===== config.mk =====
export PLATFORM = sky130hd
export DESIGN_NAME = keypad_matrix_scanner
export DESIGN_NICKNAME = d
export VERILOG_FILES = /design/src/rtl/keypad_matrix_scanner.sv
export SDC_FILE = /design/constraint.sdc
export NUM_CORES = 1
export LEC_CHECK = 0
export ABC_AREA = 1
export BUFFER_PORTS_ARGS = -buffer_cell sky130_fd_sc_hd__buf_2
export CAP_MARGIN = 40
export CORE_ASPECT_RATIO = 1.4
export CORE_UTILIZATION = 30
export CTS_BUF_LIST = sky130_fd_sc_hd__clkbuf_16
export DETAILED_ROUTE_END_ITERATION = 8
export HOLD_SLACK_MARGIN = 0.03
export PLACE_DENSITY_LB_ADDON = 0.25
export SLEW_MARGIN = 20
export SYNTH_ARGS = -nofsm -noshare
export SYNTH_HDL_FRONTEND = slang
export SYNTH_SLANG_ARGS = --single-unit
export TNS_END_PERCENT = 50

===== constraint.sdc =====
create_clock -name clk -period 3.5 [get_ports clk]
set_input_delay 0.175 -clock clk [delete_from_list [all_inputs] [get_ports clk]]
set_output_delay 0.175 -clock clk [all_outputs]
set_load 0.05 [all_outputs]

===== src/rtl/keypad_matrix_scanner.sv =====
// keypad_matrix_scanner: scans a ROWS x COLS active-low keypad one row per
// slow tick, assembles a full-frame snapshot and debounces it frame by frame
// into a single accepted key with press/release events.
module keypad_matrix_scanner #(
  parameter int unsigned F_CLK          = 50000000,
  parameter int unsigned F_SCAN         = 1000,
  parameter int unsigned ROWS           = 4,
  parameter int unsigned COLS           = 4,
  parameter int unsigned DEBOUNCE_SCANS = 4
) (
  input  logic                          clk,
  input  logic                          rst,
  input  logic [COLS-1:0]               col_in,
  output logic [ROWS-1:0]               row_out,
  output logic [$clog2(ROWS*COLS)-1:0]  key_code,
  output logic                          key_valid,
  output logic                          key_held,
  output logic                          key_release
);

  localparam int unsigned TICK_DIV = F_CLK / F_SCAN;
  localparam int unsigned TW       = $clog2(TICK_DIV);
  localparam int unsigned NK       = ROWS * COLS;
  localparam int unsigned CW       = $clog2(NK);
  localparam int unsigned RW       = $clog2(ROWS);
  localparam int unsigned DW       = $clog2(DEBOUNCE_SCANS + 1);

  localparam logic [TW-1:0] TICK_LAST = TW'(TICK_DIV - 1);
  localparam logic [RW-1:0] ROW_LAST  = RW'(ROWS - 1);
  localparam logic [DW-1:0] DB_ACCEPT = DW'(DEBOUNCE_SCANS);

  typedef enum logic [1:0] {
    IDLE,
    PRESS_DB,
    HELD,
    REL_DB
  } state_t;

  state_t          state;
  logic [TW-1:0]   tick_cnt;
  logic            tick;
  logic [COLS-1:0] col_meta;
  logic [COLS-1:0] col_sync;
  logic [RW-1:0]   row_ptr;
  logic [RW-1:0]   row_nxt;
  logic [NK-1:0]   snap;
  logic            frame_done;
  logic [1:0]      ones;
  logic [CW-1:0]   hit;
  logic            one_hit;
  logic            match;
  logic [CW-1:0]   cand;
  logic [DW-1:0]   cnt;
  logic [DW-1:0]   cnt_inc;

  assign tick = (tick_cnt == TICK_LAST);

  // Free-running row-advance divider; tick is its terminal count.
  always_ff @(posedge clk or posedge rst) begin
    if (rst) begin
      tick_cnt <= '0;
    end else if (tick) begin
      tick_cnt <= '0;
    end else begin
      tick_cnt <= tick_cnt + TW'(1);
    end
  end

  // Two-flop synchroniser for the asynchronous column pins (idle high).
  always_ff @(posedge clk or posedge rst) begin
    if (rst) begin
      col_meta <= '1;
      col_sync <= '1;
    end else begin
      col_meta <= col_in;
      col_sync <= col_meta;
    end
  end

  // Next row to drive, wrapping after the last row.
  always_comb begin
    row_nxt = (row_ptr == ROW_LAST) ? '0 : row_ptr + RW'(1);
  end

  // Row scan: capture the driven row's columns, then move the low drive on.
  // frame_done marks that the last row of a frame has just been captured.
  always_ff @(posedge clk or posedge rst) begin
    if (rst) begin
      row_ptr    <= '0;
      row_out    <= ~ROWS'(1);
      snap       <= '0;
      frame_done <= 1'b0;
    end else begin
      frame_done <= tick && (row_ptr == ROW_LAST);
      if (tick) begin
        for (int unsigned r = 0; r < ROWS; r++) begin
          if (row_ptr == RW'(r)) begin
            snap[r*COLS +: COLS] <= ~col_sync;
          end
        end
        row_ptr <= row_nxt;
        row_out <= ~(ROWS'(1) << row_nxt);
      end
    end
  end

  // Frame classification: count set bits (saturating at 2) and remember the
  // position of the first one; only meaningful when exactly one is set.
  always_comb begin
    ones = 2'd0;
    hit  = '0;
    for (int unsigned i = 0; i < NK; i++) begin
      if (snap[i]) begin
        if (ones == 2'd0) begin
          ones = 2'd1;
          hit  = CW'(i);
        end else begin
          ones = 2'd2;
        end
      end
    end
    one_hit = (ones == 2'd1);
    match   = one_hit && (hit == cand);
  end

  // Saturating increment of the debounce counter.
  always_comb begin
    cnt_inc = (cnt >= DB_ACCEPT) ? DB_ACCEPT : cnt + DW'(1);
  end

  // Debounce FSM, stepped once per completed frame; event outputs are
  // single-cycle pulses cleared on every other clock.
  always_ff @(posedge clk or posedge rst) begin
    if (rst) begin
      state       <= IDLE;
      cand        <= '0;
      cnt         <= '0;
      key_code    <= '0;
      key_valid   <= 1'b0;
      key_held    <= 1'b0;
      key_release <= 1'b0;
    end else begin
      key_valid   <= 1'b0;
      key_release <= 1'b0;
      if (frame_done) begin
        case (state)
          IDLE: begin
            if (one_hit) begin
              cand  <= hit;
              cnt   <= DW'(1);
              state <= PRESS_DB;
            end
          end
          PRESS_DB: begin
            if (match) begin
              if (cnt_inc == DB_ACCEPT) begin
                state     <= HELD;
                cnt       <= '0;
                key_code  <= cand;
                key_valid <= 1'b1;
                key_held  <= 1'b1;
              end else begin
                cnt <= cnt_inc;
              end
            end else begin
              state <= IDLE;
              cnt   <= '0;
            end
          end
          HELD: begin
            if (!match) begin
              state <= REL_DB;
              cnt   <= DW'(1);
            end
          end
          REL_DB: begin
            if (match) begin
              state <= HELD;
              cnt   <= '0;
            end else if (cnt_inc == DB_ACCEPT) begin
              state       <= IDLE;
              cnt         <= '0;
              key_held    <= 1'b0;
              key_release <= 1'b1;
            end else begin
              cnt <= cnt_inc;
            end
          end
          default: begin
            state <= IDLE;
            cnt   <= '0;
          end
        endcase
      end
    end
  end

endmodule


# Word level (Yosys, flattened, before mapping)

Index checks and enable logic that the tools add are counted.

Add/subtract/negate cells: 3
Multiply operators: 0
Div/mod/pow operators: 0
$lt $le $gt $ge: 1
Equal/unequal tests: 18
Shift operators: 1
Muxes and demuxes: 89
Bitwise operators: 2
Reductions and logical operators: 29

Operators with widths:

| cell                                                                   | count |
|---|---|
| 4-bit two-way mux                                                      | 28 |
| 2-bit two-way mux                                                      | 37 |
| 2-bit logical NOT                                                      | 17 |
| 3-bit two-way mux                                                      | 6 |
| 16-bit by 1-bit adder with 16-bit output (second input constant)       | 1 |
| 16-bit equality test (second input constant)                           | 1 |
| 16-bit two-way mux                                                     | 1 |
| 1-bit two-way mux                                                      | 14 |
| 2-bit != test (second input constant)                                  | 6 |
| 3-bit case mux with 4 select lines                                     | 1 |
| 2-bit equality test (second input constant)                            | 4 |
| 4-bit inverter                                                         | 2 |
| 2-bit case mux with 4 select lines                                     | 1 |
| 2-bit AND reduction                                                    | 4 |
| 2-bit by 1-bit equality test with 1-bit output (second input constant) | 3 |
| 3-bit != test (second input constant)                                  | 2 |
| 3-bit AND reduction                                                    | 2 |
| 6-bit AND reduction                                                    | 1 |
| 5-bit AND reduction                                                    | 1 |
| 4-bit equality test                                                    | 1 |
| 4-bit AND reduction                                                    | 1 |
| 1-bit by 2-bit << shifter with 4-bit output (first input constant)     | 1 |
| 3-bit by 1-bit adder with 3-bit output (second input constant)         | 1 |
| 3-bit equality test (second input constant)                            | 1 |
| 5 further kinds                                                        | 6 |

Register bits: 63
Latch bits: 0
Bits in writable memories: 0
Memory bits (read-only): 0
Input port bits: 6
Output and inout bits: 11
Word-level logic and storage cells: 160
Memories: 0

# Depth between registers and ports, before layout

Depth after elaboration: 51
Depth in mapped cells: 36
Depth with buffers taken out: 36

# Least setup slack after synthesis

No wires, ideal clock.

Path kind: reg2reg
From: register snap[0]
To: register (tool-made name)
Setup time: 117 ps
Arrival time: 2956 ps
Setup slack: 427 ps
Stages on the path, launching flop included: 31
Path buffers: 0
Period minus slack after synthesis: 3073 ps
Path through: dfrtp_1 > inv_1 > ha_1 > inv_1 > nand2_1 > nand2_1 > nand2_1 > nand2_2 > nand2_4 > nand2_2 > nand4_4 > nor2_4 > inv_2 > nand2_2 > nand2_2 > nand4_1 > nand2_2 > a21oi_2 > nand4_2 > nor2_1 > nor2_1 > nand2_1 > nand2_2 > nor2_4 > nand3_1 > nand2_1 > nand2_2 > nand2_2 > nand2_1 > nand2_1 > nand2_1

RTL lines:

| what                            | line | text |
|---|---|---|
| start, declared                 | 46   | `logic [NK-1:0] snap;` |
| start signal, assigned by index | 98   | `snap[r*COLS +: COLS] <= ~col_sync;` |

# Worst setup path after layout

From: register snap[0]
To: register state[0]

Longest elaborated chain between the ends: 50
Elaborated cells between the ends (all ways): 87

Ends and longest elaborated chain:

| what                                                                                         | line     | text |
|---|---|---|
| 1-bit two-way mux *                                                                          | 113      | `if (snap[i]) begin` |
| 2-bit logical NOT                                                                            | 114      | `if (ones == 2'd0) begin` |
| 2-bit two-way mux                                                                            | 114      |  |
| 2-bit two-way mux                                                                            | 113      |  |
| 2-bit logical NOT                                                                            | 114      |  |
| 2-bit two-way mux                                                                            | 114      |  |
| 2-bit two-way mux                                                                            | 113      |  |
| 2-bit logical NOT                                                                            | 114      |  |
| (+34 left out)                                                                               | --       |  |
| 2-bit two-way mux                                                                            | 113      |  |
| 2-bit logical NOT                                                                            | 114      |  |
| 4-bit two-way mux / 2-bit two-way mux (equally long branches)                                | 114      |  |
| 4-bit two-way mux / 2-bit two-way mux (equally long branches)                                | 113      |  |
| 4-bit equality test / 2-bit by 1-bit equality test with 1-bit output (equally long branches) | 123, 122 |  |
| 1-bit logical AND                                                                            | 123      | `match = one_hit && (hit == cand);` |
| 3-bit != test (no line), or another cell as far along                                        | --       |  |
| 5-bit AND reduction (no line) / 2-bit case mux with 4 select lines (equally long branches)   | --       |  |
| end signal, assigned                                                                         | 135      | `state <= IDLE;` |
| end signal, assigned                                                                         | 151      | `state <= PRESS_DB;` |
| end signal, assigned                                                                         | 157      | `state <= HELD;` |
| end, declared                                                                                | 39       | `state_t state;` |

Every way passes the cells marked *; elsewhere a longest branch is shown, timed or not.
A chain may end at the register's enable or synchronous reset.

==> results.py <==
metrics = {
    "outcome": {
        "status": "complete, no violations",
    },
    "pwr": {
        "switching_share_pct": 20.2,
        "leakage_nw": 2.24,
        "p_per_area_nw_per_um2": 356,
        "ir_drop_mv": 0.275,
        "comb_power_share_pct": 1.5,
        "power_frac_seq_pct": 45.9,
        "clkPwrFrac_pct": 52.6,
        "p_sw_w": 0.000326,
        "internal-power_w": 0.00129,
        "power_w": 0.00162,
    },
    "setup_path": {
        "worst_path_max_delay_cell": "dfrtp_1",
        "crit_path_frequent_cell": "nand2_1",
        "slowest_delay_ns": 0.41,
        "reg2reg_slack_ns": 0.02,
        "path_class": "reg -> reg",
        "crit_required_ns": 3.72,
        "worst_ep_arrival_time_ns": 3.69,
        "worst_setup_path_end_kind": "register",
        "crit_family": "simple AND/OR/NAND/NOR gates",
        "cp_max_fo": 5,
        "cp_num_buf_inv": 3,
        "critPathLaunchType": "register",
    },
    "die": {
        "dieArea_um2": 12700,
        "core_um2": 11900,
        "start_util_pct": 30.9,
        "io_pins": 17,
        "die_w_um": 95.5,
        "die_h_um": 133,
        "rows": 47,
    },
    "clocking": {
        "root_buffer": "clkbuf_16",
        "path_clk_slew_ns": 0.05,
        "cts_tree": "built",
        "clock_tree.buffer_depth": 2,
        "cts_inserted_buffers": 9,
        "cts_sinks": 63,
        "cts_max_level": 3,
        "clk_latency_ns": 0.33,
    },
    "synth": {
        "yosys.area_share.xor_xnor_pct": 0.477,
        "avgSynthCellArea_um2": 7.56,
        "seq_area_frac_synth_pct": 43.3,
        "synth_compound_area_share_pct": 10.7,
        "yosys.area_share.simple_pct": 32.3,
        "yosysTopAreaCellShare_pct": 35.4,
        "yosysWarnings": 0,
        "synth_top_family_by_area": "simple AND/OR/NAND/NOR gates",
        "yosysTopAreaCell": "dfrtp_1",
        "synthFlopType": "dfrtp_1",
        "ys_async_sr_fraction_pct": 100,
        "synth_mux_area_share_pct": 0,
        "netlist_area_um2": 3670,
        "synth_cell_types": 34,
        "ys_ff_latch": 63,
        "synth_nets": 506,
        "synth_fa_ha_area_share_pct": 4.77,
        "synth_edf_count": 0,
        "ys_top_cells_by_area": "dfrtp_1 35%, nand2_1 13%, dfstp_2 7.9%, inv_1 6.9%, o21ai_0 5.0%",
        "synth_cells": 486,
    },
    "finish": {
        "area_growth_pct": 23.6,
        "drive_gt1_share_pct": 25.2,
        "nFillCells": 1212,
        "final_core_util_pct": 38.2,
        "antenna_cells": 0,
        "fin_nets": 551,
        "design_area_um2": 4540,
    },
    "placement": {
        "placed_cell_area_um2": 3960,
        "gp_congestion": 0.824,
        "portBuffers": 16,
        "dp_hpwl_um": 5630,
        "pre_cts_ws_ns": -0.0474,
    },
    "timing": {
        "finalCritPeriodShare_pct": 99.3,
        "slew_viol_final": 0,
        "setup_ws_ns": 0.0233,
        "min_period_ns": 3.48,
        "setup_violations": 0,
        "rsz0062_at_grt": "yes",
        "hold_viol_final": 0,
        "clock_skew_ns": 0.00402,
        "maxSlewHeadroom_pct": 66.5,
        "worstMarginPinSlew_ns": 0.497,
        "fmax_ghz": 0.288,
    },
    "global_routing": {
        "gr-max-usage-layer": "met2",
        "grt_pass1_wl_um": 12900,
        "overflow": 0,
        "use_met3_pct": 2.93,
        "grt_max_degree": 34,
        "use_met2_pct": 21.9,
        "grt.met1_usage_pct": 14.8,
        "grtUsageTotal_pct": 12.8,
        "first_global_vias": 3033,
        "grt_antenna_before_repair": 0,
    },
    "routing": {
        "dr.pass1.iters": 4,
        "drc": 0,
        "vias": 3155,
        "routed_via_density": 4.62,
        "wl_um": 7580,
        "ant_nets": 0,
        "detail_route.wl_per_cell_um": 11.1,
        "drt_iter0_drc": 127,
    },
    "hold_path": {
        "hold_path_class": "in -> async",
    },
    "job": {
        "max_cap_viol_count": 0,
    },
}
[metrics by stage]
| step | hold WS [ns] | std cells | setup TNS [ns] |
|---|---|---|---|
| 5_1_grt | 0.356 | 683 | -2.04 |
| 6_report | 0.348 | 683 | 0 |
| 2_1_floorplan | 0.179 | 486 | 0 |
| 3_3_place_gp | 0.280 | 648 | 0 |
| 4_1_cts | 0.354 | 672 | 0 |
| 3_5_place_dp | 0.151 | 649 | -0.0674 |
[worst register-to-register path: cells and delay by family, from the launching register on]
family	cells	cell delay [ns]
buffers and inverters	3	0.24
and+or+nand+nor	30	2.50
adders and majority gates	1	0.21
DFF	1	0.41
[cells in the final DEF, fill, tap and decap left out, types with 2 or more instances in the layout]
| cell type | netlist | layout |
|---|---|---|
| nor2_2 | 1 | 3 |
| o21a_1 | 2 | 2 |
| ha_1 | 14 | 12 |
| inv_2 | 10 | 15 |
| inv_1 | 68 | 61 |
| dlygate4sd3_1 | 0 | 5 |
| o21ai_1 | 8 | 9 |
| clkinv_2 | 0 | 3 |
| nand3_1 | 26 | 21 |
| nand2_2 | 18 | 29 |
| dfstp_2 | 11 | 11 |
| nor2_4 | 3 | 4 |
| nand4_4 | 1 | 2 |
| o21ai_0 | 37 | 35 |
| buf_2 | 0 | 16 |
| nand3_2 | 4 | 9 |
| a31oi_1 | 3 | 3 |
| xor2_1 | 2 | 2 |
| nand2_4 | 3 | 8 |
| nand2_1 | 123 | 107 |
| nor2_1 | 46 | 43 |
| clkbuf_16 | 0 | 9 |
| a21oi_1 | 16 | 16 |
| dfrtp_1 | 52 | 52 |
| inv_4 | 0 | 2 |
| nor3_1 | 9 | 9 |
| clkinvlp_4 | 0 | 2 |
| buf_4 | 0 | 13 |
| nand4_1 | 15 | 15 |
[cell type report]
type,count,area (µm²),area share [%]
clock buffers,9,225,4.96
well taps,147,184,4.05
multi-input cells,342,1910,42.1
flip-flops and latches,63,1590,35.0
clock inverters,7,63.8,1.40
repair buffers,36,259,5.70
inverters,79,307,6.75
[state kept, by name (all words and copies together) (netlist names), named ones only]
register     flops
col_sync         4
row_ptr          2
tick_cnt        16
key_code         4
cnt              3
state            1
key_valid        1
frame_done       1
key_held         1
snap            16
cand             4
col_meta         4
key_release      1
row_out          4
[power groups by stage]
stage / logic (W) / clock network, W / registers, W
after global routing: 0.0000284 / 0.000906 / 0.000741
after global placement: 0.0000183 / 0 / 0.000754
after floorplan: 0.0000105 / 0 / 0.000752
after detailed placement: 0.0000214 / 0 / 0.000754
final: 0.0000239 / 0.000851 / 0.000741
after CTS: 0.0000257 / 0.000875 / 0.000741
[Yosys cell counts, types with 2 or more instances]
library cell / n
a21oi_1: 16
a31oi_1: 3
clkbuf_1: 2
dfrtp_1: 52
dfstp_2: 11
ha_1: 14
inv_1: 68
inv_2: 10
nand2_1: 123
nand2_2: 18
nand2_4: 3
nand3_1: 26
nand3_2: 4
nand4_1: 15
nand4_2: 2
nor2_1: 46
nor2_4: 3
nor3_1: 9
o21a_1: 2
o21ai_0: 37
o21ai_1: 8
xor2_1: 2
[per-layer routing]
layer / share of wire, % / vias up / routed length (µm)
li1: - / 1655 / -
met3: 2.4 / 10 / 180
met2: 52 / 29 / 3970
met5: 0 / - / 0
met1: 43 / 1461 / 3250
met4: 2.3 / 0 / 176
[final timing paths]
path / from / to / cells past startpoint
worst min-delay path: rst / tick_cnt[5] / 3
worst max register to register: snap[0] / state[0] / 34
max in group asynchronous: rst / col_meta[2] / 4
worst min register to register: col_meta[3] / col_sync[3] / 0
worst max-delay path: snap[0] / state[0] / 34
min in group clk: col_meta[3] / col_sync[3] / 0
[cell families (layout without fill, tap and decap cells)]
family / after synthesis / in the layout
and+or+nand+nor: 253 / 253
buffers and inverters: 81 / 131
AOI/OAI and AO/OA: 73 / 73
DFF: 63 / 63
adders and majority gates: 14 / 14
xor gates and xnor gates: 2 / 2
[timing repair]
item	in CTS	in global routing
endpoints found under the hold margin	14	0
gates resized for setup	5	41
endpoints found under the setup margin	3	16
pin swaps	2	20
hold buffers	5	0
setup buffers	2	11
(Power assumes the default switching activity.)
